**src/rtl/global_defs.sv**
```systemverilog
// Shared types for the DRAM controller model: parser output, opcodes and
// the request-queue entry layout.
package global_defs;

    localparam int ADDRESS_WIDTH = 32;
    localparam int QUEUE_DEPTH   = 16;

    typedef logic [31:0] int_t;

    localparam int_t TIME_MAX = 32'hFFFF_FFFF;

    typedef enum logic [1:0] {
        NOP   = 2'd0,
        READ  = 2'd1,
        WRITE = 2'd2
    } parsed_op_t;

    typedef struct packed {
        parsed_op_t               opcode;
        logic [ADDRESS_WIDTH-1:0] address;
        int_t                     time_cpu;
        logic                     op_ready_s;
    } parser_out_struct_t;

    typedef struct packed {
        parsed_op_t               opcode;
        logic [ADDRESS_WIDTH-1:0] address;
        int_t                     time_cpu;
        int_t                     enq_time;
    } queue_entry_t;

endpackage

```
**src/rtl/request_queue_storage.sv**
```systemverilog
// Circular entry buffer: DEPTH registers addressed by head/tail pointers that
// wrap naturally because DEPTH is a power of two.
module queue_storage
    import global_defs::queue_entry_t;
#(
    parameter int DEPTH = 16
) (
    input  logic         clk,
    input  logic         rst_n,
    input  logic         push,
    input  logic         pop,
    input  queue_entry_t wr_entry,
    output queue_entry_t rd_entry
);

    localparam int PTR_W = $clog2(DEPTH);

    logic [PTR_W-1:0] head_ptr;
    logic [PTR_W-1:0] tail_ptr;
    queue_entry_t     mem [DEPTH];

    always_ff @(posedge clk) begin
        if (!rst_n) begin
            head_ptr <= '0;
            tail_ptr <= '0;
        end else begin
            if (push) tail_ptr <= tail_ptr + 1'b1;
            if (pop)  head_ptr <= head_ptr + 1'b1;
        end
    end

    // NOTE: the array is deliberately not reset; stale slots are unreachable
    // because the top gates the head with its occupancy count.
    always_ff @(posedge clk) begin
        if (push) mem[tail_ptr] <= wr_entry;
    end

    assign rd_entry = mem[head_ptr];

endmodule

```
**src/rtl/request_queue.sv**
```systemverilog
// In-order request queue between the trace parser and the scheduler; owns the
// simulated CPU clock and skips it forward when there is nothing to do.
module request_queue
    import global_defs::int_t;
    import global_defs::parser_out_struct_t;
    import global_defs::queue_entry_t;
    import global_defs::NOP;
    import global_defs::TIME_MAX;
#(
    parameter int QUEUE_DEPTH   = global_defs::QUEUE_DEPTH,
    parameter int ADDRESS_WIDTH = global_defs::ADDRESS_WIDTH
) (
    input  logic                           clk,
    input  logic                           rst_n,
    input  parser_out_struct_t             in_req,
    input  logic                           pop,
    output int_t                           queue_time,
    output logic                           queue_full,
    output logic                           queue_empty,
    output logic                           pending_request,
    output logic [$clog2(QUEUE_DEPTH):0]   occupancy,
    output logic                           head_valid,
    output queue_entry_t                   head,
    output int_t                           head_age
);

    localparam int OCC_W = $clog2(QUEUE_DEPTH) + 1;

    if (QUEUE_DEPTH < 2 || (QUEUE_DEPTH & (QUEUE_DEPTH - 1)) != 0) begin : g_bad_depth
        $error("QUEUE_DEPTH must be a power of two and at least 2");
    end
    if (ADDRESS_WIDTH != global_defs::ADDRESS_WIDTH) begin : g_bad_addr
        $error("ADDRESS_WIDTH must match the width baked into queue_entry_t");
    end

    logic [OCC_W-1:0] occ_q, occ_d;
    int_t             time_q, time_d;
    logic             pend_q;
    logic             candidate, accept, do_pop, time_skip;
    queue_entry_t     wr_entry, rd_entry;

    // Flags come from registered occupancy only, so a same-cycle pop never
    // opens a slot for a push into a full queue.
    assign queue_full  = (occ_q == OCC_W'(QUEUE_DEPTH));
    assign queue_empty = (occ_q == '0);
    assign head_valid  = !queue_empty;

    assign candidate = in_req.op_ready_s && (in_req.opcode != NOP);
    assign accept    = candidate && !queue_full && (in_req.time_cpu <= time_q);
    assign do_pop    = pop && head_valid;
    assign time_skip = queue_empty && candidate && (in_req.time_cpu > time_q);

    // NOTE: combinational next-state uses blocking assignments with defaults
    // first, so no path leaves a value unassigned and no latch is inferred.
    always_comb begin
        time_d = time_q;
        if (time_skip) begin
            time_d = in_req.time_cpu;
        end else if (time_q != TIME_MAX) begin
            time_d = time_q + 32'd1;
        end

        occ_d = occ_q;
        case ({accept, do_pop})
            2'b10:   occ_d = occ_q + 1'b1;
            2'b01:   occ_d = occ_q - 1'b1;
            default: occ_d = occ_q;
        endcase
    end

    // NOTE: state registers use non-blocking assignments so every register
    // samples pre-edge values regardless of statement order.
    always_ff @(posedge clk) begin
        if (!rst_n) begin
            occ_q  <= '0;
            time_q <= '0;
            pend_q <= 1'b0;
        end else begin
            occ_q  <= occ_d;
            time_q <= time_d;
            pend_q <= candidate && !accept;
        end
    end

    always_comb begin
        wr_entry          = '0;
        wr_entry.opcode   = in_req.opcode;
        wr_entry.address  = in_req.address;
        wr_entry.time_cpu = in_req.time_cpu;
        wr_entry.enq_time = time_q;
    end

    queue_storage #(
        .DEPTH(QUEUE_DEPTH)
    ) u_storage (
        .clk      (clk),
        .rst_n    (rst_n),
        .push     (accept),
        .pop      (do_pop),
        .wr_entry (wr_entry),
        .rd_entry (rd_entry)
    );

    assign head            = head_valid ? rd_entry : '0;
    assign head_age        = head_valid ? (time_q - rd_entry.enq_time) : '0;
    assign queue_time      = time_q;
    assign pending_request = pend_q;
    assign occupancy       = occ_q;

endmodule

```
**config.mk**
```make
export PLATFORM = sky130hd
export DESIGN_NAME = request_queue
export DESIGN_NICKNAME = d
export VERILOG_FILES = /design/src/rtl/global_defs.sv /design/src/rtl/request_queue_storage.sv /design/src/rtl/request_queue.sv
export SDC_FILE = /design/constraint.sdc
export NUM_CORES = 1
export LEC_CHECK = 0
export BUFFER_PORTS_ARGS = -buffer_cell sky130_fd_sc_hd__buf_2
export CAP_MARGIN = 25
export CORE_MARGIN = 8
export CORE_UTILIZATION = 26
export CTS_CLUSTER_SIZE = 24
export DETAILED_ROUTE_END_ITERATION = 16
export GPL_TIMING_DRIVEN = 1
export PLACE_DENSITY = 0.43
export SYNTH_ARGS = -nofsm -noshare
export SYNTH_HDL_FRONTEND = slang
export SYNTH_SLANG_ARGS = --single-unit
```
**constraint.sdc**
```tcl
create_clock -name clk -period 15.9 [get_ports clk]
set_clock_uncertainty 0.05 [all_clocks]
set_input_delay 3.18 -clock clk [delete_from_list [all_inputs] [get_ports clk]]
set_output_delay 3.18 -clock clk [all_outputs]
set_load 0.02 [all_outputs]
```
==> results.json, run 1 <==
{
  "regToRegEndpoint": "u_storage.mem[8][40]",
  "num-nets-final": 3515,
  "worstPathBufferInverterCount": 5,
  "synth_compound_area_frac": 0.0182,
  "htreeDepth": 4,
  "wl_um": 190000,
  "dpl.cell_count": 6501,
  "power_density_nw_per_um2": 153,
  "ios": 241,
  "holdBufCountCts": 0,
  "worstHoldPathType": "flop to flop",
  "gp_congestion": 0.741,
  "dp_hpwl_um": 106000,
  "status": "complete, no violations",
  "final_cells": 6828,
  "ys.flop_type": "edfxtp_1",
  "synth_mux_area_frac": 0.172,
  "ys_seq_area_frac": 0.747,
  "critical_path_class": "flop to output pin",
  "drive_gt1_frac": 0.311,
  "power_leakage_nw": 23.6,
  "crit_arrival_ps": 7700,
  "tightest_slew_ps": 1340,
  "grtUsageTotal": 0.141,
  "drt_iter0_drc": 2669,
  "final_hold_viol_count": 0,
  "maxSlewViolCount": 0,
  "syn2layout_area_growth_pct": 17.5,
  "synth_top_family_by_area": "multiplexers",
  "numCtsBuffers": 178,
  "post-route-util": 0.307,
  "insertion_delay_ps": 810,
  "r2r_slack_ps": 9710,
  "yosys.area_share.adder": 0.0148,
  "avgSynthCellArea_um2": 21.5,
  "num_rows": 182,
  "cts_tree": "yes",
  "syn_inst": 2995,
  "gr-total-overflow": 0,
  "tns_ps": 0,
  "crit_family": "buffers and inverters",
  "whs_ps": 476,
  "layout_commonest_cell": "edfxtp_1",
  "grt_pass1_vias": 33300,
  "routedWlPerCell_um": 27.8,
  "root_buffer": "clkbuf_16",
  "synth_warnings": 0,
  "synth-seq-cells": 1618,
  "worstPathMaxFanout": 43,
  "core-area_um2": 246000,
  "cts_resized": 0,
  "via_count": 31500,
  "hold_path_depth": 2,
  "critPathLaunchType": "flop",
  "synthDistinctLibCells": 56,
  "drc": 0,
  "cp_slowest_cell": "dfxtp_4",
  "fmax_mhz": 91.5,
  "die_h_um": 514,
  "syn_nets": 3140,
  "antenna_found_initial": 47,
  "rsz0062_at_grt": "no",
  "clock_path_buffers": 3,
  "start_util": 0.262,
  "yosys.area_share.simple": 0.0273,
  "vdd_drop_max_v": 0.000111,
  "synth-async-reset-ratio": 0,
  "holdCritStartpoint": "u_storage.head_ptr[3]",
  "fillCellCount": 23900,
  "worstPathCellList": "buf_4 > buf_4 > mux4_2 > mux4_2 > inv_1 > ha_1 > nor2b_1 > o31a_1 > o21ai_0 > buf_4 > o2111ai_1 > a311oi_1 > o31a_1 > xnor2_1 > nor2_1 > buf_2",
  "r2r_start": "queue_time[31]",
  "timing.final.crit_share": 0.688,
  "path_clk_slew_ps": 60,
  "synth_edf_count": 1568,
  "grt_max_degree": 132,
  "firstDrtPassIters": 5,
  "netlist_area_um2": 64400,
  "max_stage_delay_ps": 950,
  "portBuffers": 240,
  "slew_headroom": 0.107,
  "synth-xor-area-share": 0.00775,
  "grt_pass1_wl_um": 268000,
  "crit_top_cell": "buf_4",
  "worstSetupEndpointType": "output pin",
  "final-setup-viol-count": 0,
  "die_area_um2": 264000,
  "period_minus_slack_ps": 10930,
  "via_per_inst": 4.62,
  "clkSinkCount": 1618,
  "postCtsSetupRepairBufs": 0,
  "ant_nets": 0,
  "most-common-layout-cells": "edfxtp_1 (1568), mux4_2 (490), buf_2 (240), clkbuf_16 (183), nor2_1 (113)",
  "max-cap-violations": 0,
  "fp.dieW_um": 514,
  "worstRegToRegCells": 11,
  "worstPathRequired_ps": 12670
}
flip-flops by register name, indices dropped and copies added (netlist names), named ones only:
signal,cells
u_storage.head_ptr,4
u_storage.tail_ptr,4
occupancy,5
pending_request,1
queue_time,32
u_storage.mem,1568
report_power, final:
| group | internal, mW | switching, mW | total (mW) |
|---|---|---|---|
| sequential | 4.87 | 0.0690 | 4.93 |
| clock | 2.29 | 1.66 | 3.95 |
| combinational | 0.920 | 1.78 | 2.70 |
area by class of cell:
| type | count | area, um^2 | share of cell area |
|---|---|---|---|
| Antenna cell | 9 | 22.5 | 0.000298 |
| Clock buffer | 229 | 4800 | 0.0635 |
| Clock inverter | 88 | 692 | 0.00915 |
| Inverter | 80 | 300 | 0.00397 |
| Multi-Input combinational cell | 1148 | 15500 | 0.205 |
| Sequential cell | 1618 | 48100 | 0.636 |
| Tap cell | 3312 | 4140 | 0.0548 |
| Timing Repair Buffer | 344 | 2040 | 0.0270 |
per-stage QoR:
stage,setup slack (ps),total power [mW],cell area [um^2]
global placement,5530,7.82,70100
CTS,4610,11.8,75600
finish,4970,11.6,75700
global route,4330,12.1,75600
detailed placement,5540,7.82,70100
floorplan,415,6.61,64400
how the worst max path moves through the flow:
stage	start	end	depth (start not counted)
final	flop	head_age[31]	16
after global routing	flop	head_age[31]	16
after CTS	flop	head_age[31]	16
after detailed placement	flop	head_age[31]	16
after global placement	flop	head_age[31]	16
after floorplan	in_req[30]	u_storage.mem[3][0]	10
routing by layer:
metal  up-vias  wire [um]  share of wire  global-route usage
met4        18       3360          0.018              0.0300
met1     17200      83400           0.44               0.189
met2       760      94100           0.50               0.239
li1      13300          -              -                   -
met5         -        114        0.00060                   0
met3       237       9110          0.048              0.0275
cell usage after synthesis, types with 5 or more instances:
master / number / share of area
nand2_1: 40 / 0.0023
o21ai_0: 31 / 0.0024
nor2b_1: 9 / 0.00087
nand3_1: 25 / 0.0019
a311oi_1: 25 / 0.0034
nor2_1: 117 / 0.0068
dfxtp_1: 50 / 0.016
a21o_1: 21 / 0.0024
nor4_1: 9 / 0.00087
a21oi_1: 43 / 0.0033
a211oi_1: 9 / 0.0010
xnor2_1: 42 / 0.0057
nor3_1: 17 / 0.0013
o211ai_1: 5 / 0.00058
o21a_1: 9 / 0.0010
inv_1: 79 / 0.0046
edfxtp_1: 1568 / 0.73
and2_1: 82 / 0.0080
and4_1: 5 / 0.00068
clkbuf_1: 117 / 0.0068
ha_1: 73 / 0.014
or3_1: 7 / 0.00068
xor2_1: 15 / 0.0020
mux4_2: 490 / 0.17
buf_1: 31 / 0.0018
nand4_1: 20 / 0.0019
nand2b_1: 5 / 0.00049
and3_1: 6 / 0.00058
kinds of logic after synthesis:
group           Yosys count
compound gates          173
xor+xnor                 57
fa+ha+maj                75
buf+inv                 229
flops                  1618
mux                     494
simple gates            349
tightest hold or removal path, stage by stage, from the launching register on:
cell and delay [ps]:
dfxtp_1 320, xor2_1 60, nor2_1 100
No activity file was read; power rests on OpenSTA's default activity.
==> run 2: changes to the inputs <==
Settings changed: ABC_AREA set to 1.
Clock period 15.9 ns to 8.85 ns, I/O delays scaled along.
==> results.json, run 2 <==
{
  "start_util": 0.262,
  "critPathLaunchType": "flop",
  "ys.flop_type": "edfxtp_1",
  "synth_top_area_share": 0.708,
  "tightest_slew_ps": 1310,
  "path_clk_slew_ps": 60,
  "synth_mux_area_frac": 0,
  "synth_edf_count": 1568,
  "max-cap-violations": 0,
  "worstHoldPathType": "flop to flop",
  "crit_arrival_ps": 5540,
  "power_leakage_nw": 25.3,
  "max_stage_delay_ps": 980,
  "dpl_cell_area_um2": 71700,
  "core-area_um2": 254000,
  "post-route-util": 0.304,
  "drive_gt1_frac": 0.124,
  "synth-xor-area-share": 0.00461,
  "most-common-layout-cells": "edfxtp_1 (1568), nor2_1 (914), o21ai_0 (823), o221ai_1 (283), nand2_1 (273)",
  "htreeDepth": 4,
  "portBuffers": 240,
  "preCtsSetupSlack_ps": 2310,
  "gr-total-overflow": 0,
  "syn2layout_area_growth_pct": 16.4,
  "ant_nets": 0,
  "clock_path_buffers": 3,
  "r2r_start": "queue_time[31]",
  "drc": 0,
  "final_hold_viol_count": 0,
  "whs_ps": 422,
  "maxSlewViolCount": 0,
  "worstPathRequired_ps": 7030,
  "regToRegEndpoint": "u_storage.mem[14][26]",
  "final-setup-viol-count": 0,
  "syn_nets": 5344,
  "synth_warnings": 0,
  "timing.final.crit_share": 0.832,
  "worstSetupEndpointType": "output pin",
  "largest_reg_flops": 1568,
  "dp_hpwl_um": 118000,
  "drt_iter0_drc": 3963,
  "worstPathCellList": "inv_16 > o21ai_0 > o221ai_1 > o211ai_1 > nand2_1 > ha_1 > inv_1 > fa_1 > nand2_1 > nand2_1 > o21ai_1 > o21ai_0 > a21o_1 > nand2_1 > nand2_1 > o21ai_0 > a21oi_1 > buf_2",
  "holdCritStartpoint": "u_storage.head_ptr[3]",
  "clkSinkCount": 1618,
  "power.total_mw": 23.5,
  "via_per_inst": 4.98,
  "final_area_um2": 77400,
  "fmax_mhz": 136,
  "synth-seq-cells": 1618,
  "via_count": 44200,
  "power_density_nw_per_um2": 304,
  "syn_inst": 5199,
  "rsz0062_at_grt": "no",
  "cts_tree": "yes",
  "worstPathBufferInverterCount": 3,
  "synth_top_family_by_area": "compound AO/OA/AOI/OAI gates",
  "largest_register": "u_storage.mem",
  "synth_commonest_cells": "edfxtp_1 (1568), nor2_1 (930), o21ai_0 (824)",
  "yosys.area_share.adder": 0.0143,
  "num-nets-final": 5510,
  "multi_input_area_um2": 16400,
  "grt_max_degree": 224,
  "yosys.area_share.simple": 0.0892,
  "crit_family": "compound AO/OA/AOI/OAI gates",
  "critical_path_class": "flop to output pin",
  "synth_area_leaders": "edfxtp_1 (71%), o21ai_0 (6.2%), nor2_1 (5.2%)",
  "ios": 241,
  "postCtsSetupRepairBufs": 0,
  "synth_top_cell_by_area": "edfxtp_1",
  "die_h_um": 522,
  "synth.most_common_cell": "edfxtp_1",
  "netlist_area_um2": 66500,
  "crit_top_cell": "nand2_1",
  "final_cells": 8884,
  "worstRegToRegCells": 13,
  "status": "complete, no violations",
  "num_rows": 185,
  "grtUsageTotal": 0.158,
  "synth_compound_area_frac": 0.136,
  "layout_commonest_cell": "edfxtp_1",
  "grt_pass1_vias": 43400,
  "regArea_um2": 48100,
  "tns_ps": 0,
  "ys_seq_area_frac": 0.723,
  "wl_met3_um": 11800,
  "insertion_delay_ps": 840,
  "setup_ws_ps": 1490,
  "cts_resized": 0,
  "firstDrtPassIters": 5,
  "antenna_found_initial": 27,
  "r2r_slack_ps": 3250,
  "hold_path_depth": 2,
  "m1WireLength_um": 102000,
  "wl_um": 223000,
  "synth-async-reset-ratio": 0,
  "fillCellCount": 25600,
  "slew_headroom": 0.124,
  "holdBufCountCts": 0,
  "cp_slowest_cell": "dfxtp_4",
  "numCtsBuffers": 178,
  "synthDistinctLibCells": 49,
  "die_area_um2": 272000,
  "worstPathMaxFanout": 223,
  "gp_congestion": 0.827,
  "grt_pass1_wl_um": 321000,
  "period_minus_slack_ps": 7360,
  "wl_met2_um": 105000,
  "maxUsedRoutingLayer": "met5",
  "fp.dieW_um": 522,
  "dpl.cell_count": 8549,
  "vdd_drop_max_v": 0.000325,
  "routedWlPerCell_um": 25.1,
  "avgSynthCellArea_um2": 12.8,
  "root_buffer": "clkbuf_16"
}
-- run 2: layer usage --
| layer | global-route usage | vias up |
|---|---|---|
| met1 | 0.220 | 22800 |
| met5 | 0 | - |
| li1 | - | 19900 |
| met2 | 0.260 | 1288 |
| met4 | 0.0337 | 10 |
| met3 | 0.0253 | 293 |
-- run 2: kinds of logic after synthesis --
| group | count (synthesis) |
|---|---|
| flops | 1618 |
| compound gates | 1507 |
| simple gates | 1437 |
| buf+inv | 527 |
| fa+ha+maj | 75 |
| xor+xnor | 35 |
-- run 2: worst max path at each step --
stage	start	to	slack, ps	cells past startpoint
after global placement	flop	head_age[14]	2300	18
after global routing	flop	head_age[31]	1000	20
after floorplan	in_req[32]	u_storage.mem[0][0]	1060	11
final	flop	head_age[14]	1490	18
after CTS	flop	head_age[14]	1380	18
after detailed placement	flop	head_age[14]	2310	18
-- run 2: power by group --
part           switching [mW]  internal (mW)  total [mW]
Combinational            5.68           1.92        7.60
Sequential              0.110           8.63        8.74
Clock                    3.11           4.09        7.20
Total                    8.90           14.6        23.5
-- run 2: worst reg2reg max path, cell delays in order (launching register included) --
cell	delay, ps
dfxtp_1	770
inv_1	440
ha_1	440
nand2_1	100
nor3_2	230
nand2_1	90
nor2_2	140
nand3b_2	630
nand2_1	260
nand2_1	220
inv_2	180
nand2_1	240
nor2_4	720
buf_4	670
-- run 2: area by class of cell --
| class | instances | share of cell area |
|---|---|---|
| flip-flops and latches | 1618 | 0.621 |
| multi-input cells | 3054 | 0.212 |
| clock buffers | 223 | 0.0600 |
| well taps | 3366 | 0.0544 |
| repair buffers | 343 | 0.0303 |
| clock inverters | 99 | 0.0131 |
| inverters | 170 | 0.00876 |
| diodes | 11 | 0.000356 |
